===== config.mk =====
export PLATFORM = sky130hd
export DESIGN_NAME = npu_alu
export DESIGN_NICKNAME = d
export VERILOG_FILES = /design/src/rtl/npu_alu.sv
export SDC_FILE = /design/constraint.sdc
export NUM_CORES = 1
export LEC_CHECK = 0
export CAP_MARGIN = 30
export CORE_MARGIN = 3
export CORE_UTILIZATION = 40
export CTS_CLUSTER_DIAMETER = 100
export DETAILED_ROUTE_END_ITERATION = 7
export PLACE_DENSITY = 0.59
export SYNTH_ARGS = -nofsm -noshare
export SYNTH_HDL_FRONTEND = slang
export SYNTH_SLANG_ARGS = --single-unit

===== constraint.sdc =====
create_clock -name CLK -period 7.7 [get_ports CLK]
set_clock_uncertainty 0.15 [all_clocks]
set_input_delay 0.77 -clock CLK [delete_from_list [all_inputs] [get_ports CLK]]
set_output_delay 0.77 -clock CLK [all_outputs]
set_load 0.03 [all_outputs]

===== src/rtl/npu_alu.sv =====
// npu_alu: two-stage elementwise ALU for the NPU local-memory datapath.
//
// A job is a run of NPU_EN cycles. Each NPU_EN cycle launches one element
// whose operands show up IN_LAT cycles later on A_RDATA/B_RDATA. Stage 1
// computes a 17-bit signed raw result. Stage 2 shifts it, saturates it to
// 8 bits, optionally applies RELU, and writes it out with LM_EN.
//
// Ports:
//   CLK, RESET        clock, synchronous active-high reset
//   NPU_EN            launch one element this cycle
//   A_RDATA, B_RDATA  signed 8-bit operands, valid IN_LAT cycles after NPU_EN
//   OP, SHIFT, RELU_EN  job configuration, latched when a job starts
//   LM_EN, C_WDATA    result strobe and signed 8-bit result
//   BUSY              job in progress (RUN or DRAIN)
//   DONE              one-cycle pulse when the last result has been written
//   SAT_CNT           number of clipped results in the current job (sticky at 1023)

module npu_alu #(
    parameter int IN_LAT = 1
) (
    input  logic       CLK,
    input  logic       RESET,
    input  logic       NPU_EN,
    input  logic [7:0] A_RDATA,
    input  logic [7:0] B_RDATA,
    input  logic [2:0] OP,
    input  logic [2:0] SHIFT,
    input  logic       RELU_EN,
    output logic       LM_EN,
    output logic [7:0] C_WDATA,
    output logic       BUSY,
    output logic       DONE,
    output logic [9:0] SAT_CNT
);

    typedef enum logic [1:0] {IDLE, RUN, DRAIN} state_t;

    state_t             r_state;
    logic               r_busy;
    logic               r_done;
    logic [2:0]         r_op;
    logic [2:0]         r_shift;
    logic               r_relu;
    logic               r_s1Valid;
    logic signed [16:0] r_s1Raw;
    logic               r_lmEn;
    logic [7:0]         r_cData;
    logic [9:0]         r_satCnt;

    logic               w_v0;
    logic               w_chainBusy;
    logic               w_start;
    logic               w_emptyNext;
    logic [2:0]         w_op;
    logic signed [16:0] w_aExt;
    logic signed [16:0] w_bExt;
    logic signed [16:0] w_mul;
    logic signed [16:0] w_raw;
    logic signed [16:0] w_shifted;
    logic               w_clip;
    logic [7:0]         w_sat8;
    logic [7:0]         w_res;

    // Operand-valid delay chain: v0 marks the cycle in which the operands of a
    // launched element are actually on A_RDATA/B_RDATA.
    generate
        if (IN_LAT == 0) begin : g_noLat
            assign w_v0        = NPU_EN;
            assign w_chainBusy = 1'b0;
        end else begin : g_lat
            logic [IN_LAT-1:0] r_vChain;

            always_ff @(posedge CLK) begin
                if (RESET) begin
                    r_vChain <= '0;
                end else begin
                    r_vChain[0] <= NPU_EN;
                    for (int i = 1; i < IN_LAT; i++) begin
                        r_vChain[i] <= r_vChain[i-1];
                    end
                end
            end

            assign w_v0        = r_vChain[IN_LAT-1];
            assign w_chainBusy = |r_vChain;
        end
    endgenerate

    assign w_start = (r_state == IDLE) && NPU_EN;

    // The job-start cycle has no latched config yet, so it runs on the live OP.
    assign w_op = (r_state == IDLE) ? OP : r_op;

    // After this edge nothing would be left in the chain or stage 1, so stage 2
    // is writing the last result of the job right now.
    assign w_emptyNext = !NPU_EN && !w_chainBusy && !r_s1Valid;

    assign w_aExt = {{9{A_RDATA[7]}}, A_RDATA};
    assign w_bExt = {{9{B_RDATA[7]}}, B_RDATA};
    // The full product (-16256..16384) fits in 17 signed bits, so the
    // truncated 17x17 product is exact.
    assign w_mul  = w_aExt * w_bExt;

    // Stage 1 operation select, all results sized to 17 bits without overflow.
    always_comb begin
        w_raw = w_bExt;
        case (w_op)
            3'b000:  w_raw = w_aExt + w_bExt;
            3'b001:  w_raw = w_aExt - w_bExt;
            3'b010:  w_raw = w_mul;
            3'b011:  w_raw = (w_aExt > w_bExt) ? w_aExt : w_bExt;
            3'b100:  w_raw = (w_aExt < w_bExt) ? w_aExt : w_bExt;
            3'b101:  w_raw = w_aExt;
            default: w_raw = w_bExt;
        endcase
    end

    // Stage 1 register: raw result of each element whose operands are valid.
    always_ff @(posedge CLK) begin
        if (RESET) begin
            r_s1Valid <= 1'b0;
            r_s1Raw   <= '0;
        end else begin
            r_s1Valid <= w_v0;
            if (w_v0) begin
                r_s1Raw <= w_raw;
            end
        end
    end

    // Floor shift, then clip to the 8-bit range; RELU comes after clipping so a
    // clipped negative still counts as saturated even though it ends up 0.
    assign w_shifted = r_s1Raw >>> r_shift;
    assign w_clip    = (w_shifted > 17'sd127) || (w_shifted < -17'sd128);

    always_comb begin
        w_sat8 = w_shifted[7:0];
        if (w_shifted > 17'sd127) begin
            w_sat8 = 8'h7F;
        end else if (w_shifted < -17'sd128) begin
            w_sat8 = 8'h80;
        end
    end

    assign w_res = (r_relu && w_sat8[7]) ? 8'h00 : w_sat8;

    // Stage 2 register: output strobe, held result data and the saturation
    // counter, which restarts with every new job and sticks at its maximum.
    always_ff @(posedge CLK) begin
        if (RESET) begin
            r_lmEn   <= 1'b0;
            r_cData  <= '0;
            r_satCnt <= '0;
        end else begin
            r_lmEn <= r_s1Valid;
            if (r_s1Valid) begin
                r_cData <= w_res;
            end
            if (w_start) begin
                r_satCnt <= '0;
            end else if (r_s1Valid && w_clip && (r_satCnt != 10'd1023)) begin
                r_satCnt <= r_satCnt + 10'd1;
            end
        end
    end

    // Job-control FSM. A re-rise of NPU_EN while draining just resumes the
    // same job; config and SAT_CNT are only touched when leaving IDLE.
    always_ff @(posedge CLK) begin
        if (RESET) begin
            r_state <= IDLE;
            r_busy  <= 1'b0;
            r_done  <= 1'b0;
            r_op    <= '0;
            r_shift <= '0;
            r_relu  <= 1'b0;
        end else begin
            r_done <= 1'b0;
            case (r_state)
                IDLE: begin
                    if (NPU_EN) begin
                        r_state <= RUN;
                        r_busy  <= 1'b1;
                        r_op    <= OP;
                        r_shift <= SHIFT;
                        r_relu  <= RELU_EN;
                    end
                end
                RUN: begin
                    if (!NPU_EN) begin
                        r_state <= DRAIN;
                    end
                end
                DRAIN: begin
                    if (NPU_EN) begin
                        r_state <= RUN;
                    end else if (w_emptyNext) begin
                        r_state <= IDLE;
                        r_busy  <= 1'b0;
                        r_done  <= 1'b1;
                    end
                end
                default: begin
                    r_state <= IDLE;
                    r_busy  <= 1'b0;
                end
            endcase
        end
    end

    assign LM_EN   = r_lmEn;
    assign C_WDATA = r_cData;
    assign BUSY    = r_busy;
    assign DONE    = r_done;
    assign SAT_CNT = r_satCnt;

endmodule


# Yosys cells after proc, flatten, opt, wreduce, memory -nomap -nowiden
# Cells that the tools add are included.
dict set report totals {
  elab_cells 70
  reg_bits 49
  inputBits 26
  out_inout_bits 21
}
dict set report op_classes {
  order_cmp 4
  n_eq_ne 13
  n_mul 1
  n_bitwise 2
  add_sub_neg 3
  muxes 17
  shifts 1
  reduce_logical 17
}
# op count
set op_table {}
lappend op_table {{$pmux 17 s6} 1}
lappend op_table {{$mux 17} 2}
lappend op_table {{$mux 8} 3}
lappend op_table {{$gt 17x8->1 const B} 1}
lappend op_table {{$lt 17x8->1 const B} 1}
lappend op_table {{$sshr 17x3->17} 1}
lappend op_table {{$mul 8x8->16} 1}
lappend op_table {{$add 10x1->10 const B} 1}
lappend op_table {{$ne 10x10->1 const B} 1}
lappend op_table {{$add 8x8->9} 1}
lappend op_table {{$sub 8x8->9} 1}
lappend op_table {{$gt 8x8->1} 1}
lappend op_table {{$lt 8x8->1} 1}
lappend op_table {{$mux 2} 4}
lappend op_table {{$ne 2x2->1 const B} 4}
lappend op_table {{$eq 3x2->1 const B} 2}
lappend op_table {{$eq 3x3->1 const B} 2}
lappend op_table {{$logic_and 1x1->1} 6}
lappend op_table {{$pmux 2 s3} 1}
lappend op_table {{$mux 1} 4}
lappend op_table {{$reduce_and 4->1} 1}
lappend op_table {{$eq 3x1->1 const B} 1}
lappend op_table {{$logic_not 1->1} 3}
lappend op_table {{$logic_not 3->1} 1}
lappend op_table {{other kinds (12)} 13}

# Logic depth before layout (Yosys ltp)
# Gate-level depths: netlist of the first run.
dict set report logic_depth {
  ltp_word 6
  ltp_mapped 18
  depth_no_buf 18
}

# Worst setup path after synthesis of the first run
# OpenSTA, ideal clock, no wires.
dict set report synth_path {
  path_type {in2reg}
  startpoint {in A_RDATA[7]}
  endpoint {reg r_s1Raw[15]}
  cell_stages 17
  required_ns 7.464
  arrival_ns 4.594
  path_buffers 0
  setup_slack_ns 2.870
  setup_ns 0.086
  cell_sequence {inv_1 > nor2_1 > fa_1 > inv_1 > fa_1 > inv_1 > fa_1 > inv_1 > fa_1 > inv_1 > ha_1 > nand2_1 > a211oi_1 > o22ai_1 > xnor2_1 > nand2_1 > a211oi_1}
}
dict set report synth_via {
  elab_chain_cells 3
  word_cells_on_any_way 8
  cone_classes {2 x add/sub; 1 x mul; 2 x order compare; 3 x mux}
}
# element line_no
set synth_lines {}
lappend synth_lines {{from (decl)} 24} ;# input logic [7:0] A_RDATA,
lappend synth_lines {{branches (longest 2 deep; another with $mul 8x8->16)} n/a}
lappend synth_lines {{$pmux 17 s6 *} 107} ;# case (w_op)
lappend synth_lines {{to (signal assigned)} 126} ;# r_s1Raw <= w_raw;
lappend synth_lines {{to (decl)} 45} ;# logic signed [16:0] r_s1Raw;
# Mark *: on every way between the ends.
# A chain may end at the register's enable or synchronous reset.

# Final worst setup path of the first run
# Same ends and word-level chain as after synthesis.

==> flow_summary.ini, run 1 <==
[drt]
route.detailed.drc = 0
firstDrtPassIters = 5
antenna_left = 0
drt-vias-per-instance = 5.56
wl_per_cell_microns = 16.8
num_vias = 5304
drt_wl_total_microns = 16000
drt_iter0_drc = 252

[floorplanning]
pin_count = 47
core_area_sq_um = 14600
row_count = 44
start_util_pct = 41.0
die_h_microns = 128
dieArea_sq_um = 16500
die_w_microns = 128

[clock_tree]
ctsHoldBuffers = 0
clock-root-buffer = clkbuf_16
clk_path_buf_depth = 2
cts_buffers = 5
cts.sinks = 48
h-tree-depth = 2
clkLatencyLatePin_ns = 0.28
post_cts_resized = 0
postCtsSetupBuffers = 0
cts_tree = yes
clk_pin_slew_ns = 0.07

[setup_path]
crit_family = adder cells
critPathRequiredTime_ns = 7.76
r2r_cells = 8
reg2reg_to = SAT_CNT[6]$_SDFFE_PP0P_
path_depth = 18
critPathMaxFanout = 7
cp_common_cell = inv_1
critPathKind = input pin to register
critPathLaunchType = input pin
arrival_ns = 5.74
timing.reg2reg.setup_slack_ns = 4.72
cp-end-kind = register
crit_buf_inv = 6
rr_startpoint = r_shift[0]$_SDFFE_PP0P_
slowest_stage = clkdlybuf4s50_1
cp_cell_sequence = clkdlybuf4s50_1, inv_1, nor2_1, fa_1, inv_1, fa_1, inv_1, fa_1, inv_1, fa_1, inv_1, ha_1, nand2_1, a211oi_1, o22ai_1, xnor2_1, nand2_1, a211oi_1
critPathMaxStageDelay_ns = 0.58

[final_layout]
drive_gt1_share_pct = 3.64
diodes = 0
nFillCells = 1422
nNetsFinal = 899
area_delta_synth_final_pct = 13.5
layout.cells.non_filler = 954

[sta]
rsz0062_at_grt = false
setup_tns_ns = 0
slew_headroom_pct = 40.3
min_period_over_period_pct = 73.8
hold_viol = 0
period_needed_ns = 5.68
layout_setup_ws_ns = 2.02
setup-violations-final = 0
worst_slew_pin_slew_ns = 0.888
timing.fmax_mhz = 176
drv_slew = 0

[min_path]
hold_start = r_op[0]$_SDFFE_PP0P_
worst_hold_path.endpoint = r_op[0]$_SDFFE_PP0P_
hold_path.class = register to register
min_path_cells = 2

[yosys]
netlist.area_leader.share_pct = 19.1
ys.flop_type = dfxtp_1
syn_nets = 865
synthCells = 735
ys_seq_area_share_pct = 16.1
synth_cell_types = 65
synth_area_sq_um = 5980
synth_common_cells = 113 x inv_1, 70 x nand2_1, 60 x nor2_1, 57 x fa_1, 48 x dfxtp_1
yosys.area.top_type = fa_1
synth_edf_count = 0
ys_top_cells_by_area = fa_1 19%, dfxtp_1 16%, ha_1 9.8%, inv_1 7.1%, nand2_1 4.4%
yosysWarningCount = 0
synth.most_common_cell = inv_1
ys_ff_latch = 48
synth-async-reset-ratio_pct = 0
syn_area_per_cell_sq_um = 8.14

[global_routing]
grt_antenna_before_repair = 0
grt_max_degree = 39
overflow = 0
grt_pass1_vias = 5360
grt_use_total_pct = 20.1
grt_pass1_wl_microns = 26800

[placed_design]
place_ws_ns = 1.73
port-buffer-count = 46
hpwlAfterDp_microns = 13100
place_inst = 945
gp_congestion = 0.898

[pwr]
leakage_nw = 2.90
vdd_drop_max_uv = 143
pwr_density_cell_nw_per_um2 = 199

[outcome]
run_status = complete, no violations

[job]
drv_cap = 0
## cells in the final DEF, fill, tap and decap left out, types with 5 or more instances in the layout
master,netlist,final
mux2_2,5,5
a221o_1,5,5
nor3_1,9,9
a211oi_1,17,17
or3_1,9,9
nor2b_1,10,10
mux2_1,5,5
o21ai_1,10,10
o211ai_1,13,13
nand3_1,13,13
nand4_1,6,6
o21a_1,5,5
and3_1,5,5
ha_1,47,47
a221oi_1,10,10
nand2_1,70,70
inv_1,113,113
clkdlybuf4s50_1,0,46
o21ai_0,19,19
mux2i_1,13,13
clkbuf_16,0,5
fa_1,57,57
dfxtp_1,48,48
and2_1,34,34
xnor2_1,18,18
nor2_1,60,60
a21oi_1,39,39
## worst max path at each step
stage | slack, ns | endpoint | startpoint
after floorplan | 2.87 | r_s1Raw[15]$_SDFFE_PP0P_ | A_RDATA[7]
after global placement | 1.70 | r_s1Raw[15]$_SDFFE_PP0P_ | B_RDATA[7]
after detailed placement | 1.73 | r_s1Raw[14]$_SDFFE_PP0P_ | B_RDATA[3]
after CTS | 2.03 | r_s1Raw[15]$_SDFFE_PP0P_ | B_RDATA[7]
after global routing | 1.74 | r_s1Raw[15]$_SDFFE_PP0P_ | A_RDATA[7]
final | 2.02 | r_s1Raw[15]$_SDFFE_PP0P_ | A_RDATA[7]
## per-stage QoR
| stage | total power [W] | utilization [%] | hold WS (ns) | area, sq um |
|---|---|---|---|---|
| after global placement | 0.00112 | 45.2 | 0.307 | 6600 |
| after floorplan | 0.000942 | - | 0.294 | 5980 |
| after detailed placement | 0.00114 | 45.3 | 0.314 | 6610 |
| after CTS | 0.00137 | 46.4 | 0.323 | 6760 |
| final | 0.00135 | 46.5 | 0.319 | 6790 |
| after global routing | 0.00150 | 46.5 | 0.359 | 6790 |
## area by class of cell
class,instances,area (sq um),share of cell area (%)
Inverter,114,428,6.30
Sequential cell,48,961,14.2
Clock buffer,6,139,2.05
Multi-Input combinational cell,548,4490,66.1
Timing Repair Buffer,52,529,7.79
Tap cell,184,230,3.39
Clock inverter,2,15.0,0.221
## flip-flops by register name, summed over array words and instances (netlist names)
register	count
SAT_CNT	10
r_s1Valid	1
DONE	1
C_WDATA	8
g_lat.r_vChain	1
r_s1Raw	16
r_shift	3
LM_EN	1
r_state	2
BUSY	1
r_op	3
r_relu	1
## cells by family after synthesis
family          after synthesis  synth area share (%)
compound gates              155                  17.4
flops                        48                  16.1
simple gates                240                  19.9
fa+ha+maj                   104                  28.9
xor+xnor                     22                  3.22
mux                          27                  5.56
buf+inv                     139                  8.93
## tightest hold or removal path, delay by kind of cell (launching register included)
family / cells / cell delay [ns]
AOI/OAI and AO/OA: 1 / 0.05
DFF: 1 / 0.32
and+or+nand+nor: 1 / 0.05
## where the power goes
part | switching, W | internal, W
logic | 0.000480 | 0.000369
clock network | 0.0000955 | 0.000129
registers | 0.0000153 | 0.000263
total | 0.000591 | 0.000761
## routing by layer
layer	vias up	wire, microns	track usage, %
li1	2567	-	-
met1	2601	7240	27.3
met2	118	7910	34.9
met3	18	657	1.79
met4	0	223	4.31
met5	-	0	0
Note: power is estimated with default switching activity, not from simulation.
==> run 2, diff against run 1 <==
Settings changed: PLACE_DENSITY 0.59 to 0.62.
Clock period 7.7 ns to 4.8 ns, I/O delays scaled along.
==> flow_summary.ini, run 2 (synthesis gave the netlist of run 1 again) <==
[outcome]
run_status = complete, no violations

[clock_tree]
postCtsSetupBuffers = 0
cts_tree = yes
clkLatencyLatePin_ns = 0.28
h-tree-depth = 2
cts.sinks = 48
clock-root-buffer = clkbuf_16
clk_pin_slew_ns = 0.07
cts_buffers = 5
ctsHoldBuffers = 0
clk_path_buf_depth = 2

[floorplanning]
core_area_sq_um = 14600
row_count = 44
die_w_microns = 128
pin_count = 47
start_util_pct = 41.0
dieArea_sq_um = 16500
die_h_microns = 128

[placed_design]
place_ws_ns = -0.550
gp_congestion = 0.919
port-buffer-count = 46
hpwlAfterDp_microns = 13300

[drt]
num_vias = 5502
wl_per_cell_microns = 15.4
route.detailed.drc = 0
firstDrtPassIters = 5
drt_iter0_drc = 274
antenna_left = 0
drt-vias-per-instance = 5.37
drt_wl_total_microns = 15800

[final_layout]
layout_common_cells = 111 x inv_1, 75 x buf_4, 69 x nand2_1, 57 x nor2_1, 56 x fa_1
diodes = 0
area_delta_synth_final_pct = 23.8
multiInputGateArea_sq_um = 4570
nFillCells = 1376
max_flop_register = r_s1Raw
largest_reg_flops = 16
seqCellArea_sq_um = 961
drive_gt1_share_pct = 14.4
final_util_pct = 50.8
nNetsFinal = 970
mostFrequentLayoutCell = inv_1

[setup_path]
rr_startpoint = r_shift[0]$_SDFFE_PP0P_
timing.reg2reg.setup_slack_ns = 1.45
critPathLaunchType = input pin
crit_family = adder cells
critPathMaxStageDelay_ns = 0.53
critPathMaxFanout = 2
slowest_stage = fa_1
reg2reg_to = SAT_CNT[6]$_SDFFE_PP0P_
cp_cell_sequence = clkdlybuf4s50_1, and2_1, fa_1, inv_1, fa_1, inv_1, fa_1, inv_1, fa_1, inv_1, ha_1, inv_1, o21ai_2, a211oi_2, o21bai_1, xnor2_1, nand2_1, a211oi_2
r2r_cells = 8
critPathRequiredTime_ns = 4.86
critPathKind = input pin to register
cp_common_cell = inv_1
cp-end-kind = register
arrival_ns = 4.67
path_depth = 18
crit_buf_inv = 6

[sta]
worst_slew_pin_slew_ns = 0.732
min_period_over_period_pct = 96.1
timing.fmax_mhz = 217
hold_viol = 0
period_needed_ns = 4.61
drv_slew = 0
slew_headroom_pct = 50.7
layout_setup_ws_ns = 0.189
setup-violations-final = 0
timing.hold.ws_ns = 0.327
setup_tns_ns = 0

[min_path]
hold_start = C_WDATA[7]$_SDFFE_PP0P_
hold_path.class = register to register
min_path_cells = 2
worst_hold_path.endpoint = C_WDATA[7]$_SDFFE_PP0P_

[global_routing]
grt_antenna_before_repair = 0
grt_pass1_vias = 5649
grt_max_degree = 39
overflow = 0
grt_use_total_pct = 19.6
grt_pass1_wl_microns = 26600

[pwr]
pwr_density_cell_nw_per_um2 = 342
leakage_nw = 3.33
vdd_drop_max_uv = 276
total_power_w = 0.00253

[job]
drv_cap = 0
[run 2: changes by cell type in the layout (fill, tap and decap cells not counted), moves of 4 or more]
cell and change:
buf_4 +71, clkdlybuf4s50_1 -13, dlymetal6s2s_1 +8, a21oi_1 -4
a21oi_2 +4
[run 2: worst register-to-register path, stage by stage (launching register included)]
cell     delay, ns
dfxtp_1       0.57
buf_4         0.31
mux4_2        0.56
nor2_1        0.12
a21oi_1       0.09
nor4_1        0.68
nor3_2        0.23
nand4_1       0.17
mux2_1        0.34
[run 2: timing repair]
| item | 4_1_cts | 5_1_grt |
|---|---|---|
| resized for setup | 14 | 27 |
| endpoints found under the hold margin | 0 | 0 |
| pin swaps | 2 | 9 |
| endpoints found under the setup margin | 7 | 7 |
[run 2: how the worst max path moves through the flow]
stage	endpoint	slack, ns	startpoint
after floorplan	r_s1Raw[15]$_SDFFE_PP0P_	0.26	A_RDATA[7]
after detailed placement	r_s1Raw[15]$_SDFFE_PP0P_	-0.55	B_RDATA[4]
after CTS	r_s1Raw[15]$_SDFFE_PP0P_	-0.02	A_RDATA[4]
final	r_s1Raw[12]$_SDFFE_PP0P_	0.19	B_RDATA[0]
after global placement	r_s1Raw[15]$_SDFFE_PP0P_	-0.41	B_RDATA[4]
after global routing	r_s1Raw[12]$_SDFFE_PP0P_	-0.05	B_RDATA[1]
[run 2: stage by stage]
stage | cells | area [sq um]
after floorplan | 735 | 5980
after global placement | 1017 | 7150
after detailed placement | 1017 | 7150
after CTS | 1025 | 7330
after global routing | 1025 | 7410
final | 1025 | 7410
[run 2: power by group]
part | switching, W | leakage [nW] | total (W) | internal [W]
sequential | 0.0000279 | 0.393 | 0.000449 | 0.000421
combinational | 0.000859 | 2.86 | 0.00169 | 0.000829
clock | 0.000150 | 0.0804 | 0.000398 | 0.000247
[run 2: area by class of cell]
| class | instances | share of cell area [%] |
|---|---|---|
| Sequential cell | 48 | 13.0 |
| Timing Repair Buffer | 123 | 14.2 |
| Clock buffer | 5 | 1.69 |
| Tap cell | 184 | 3.11 |
| Multi-Input combinational cell | 548 | 61.6 |
| Inverter | 114 | 5.78 |
| Clock inverter | 3 | 0.625 |
[run 2: routing by layer]
metal / share of wire [%] / global-route usage [%] / routed length (microns) / vias up
met5: 0 / 0 / 0 / -
met4: 1.3 / 3.25 / 200 / 0
met3: 3.0 / 1.92 / 478 / 14
met2: 50 / 35.2 / 7930 / 102
met1: 46 / 25.9 / 7190 / 2679
li1: - / - / - / 2707
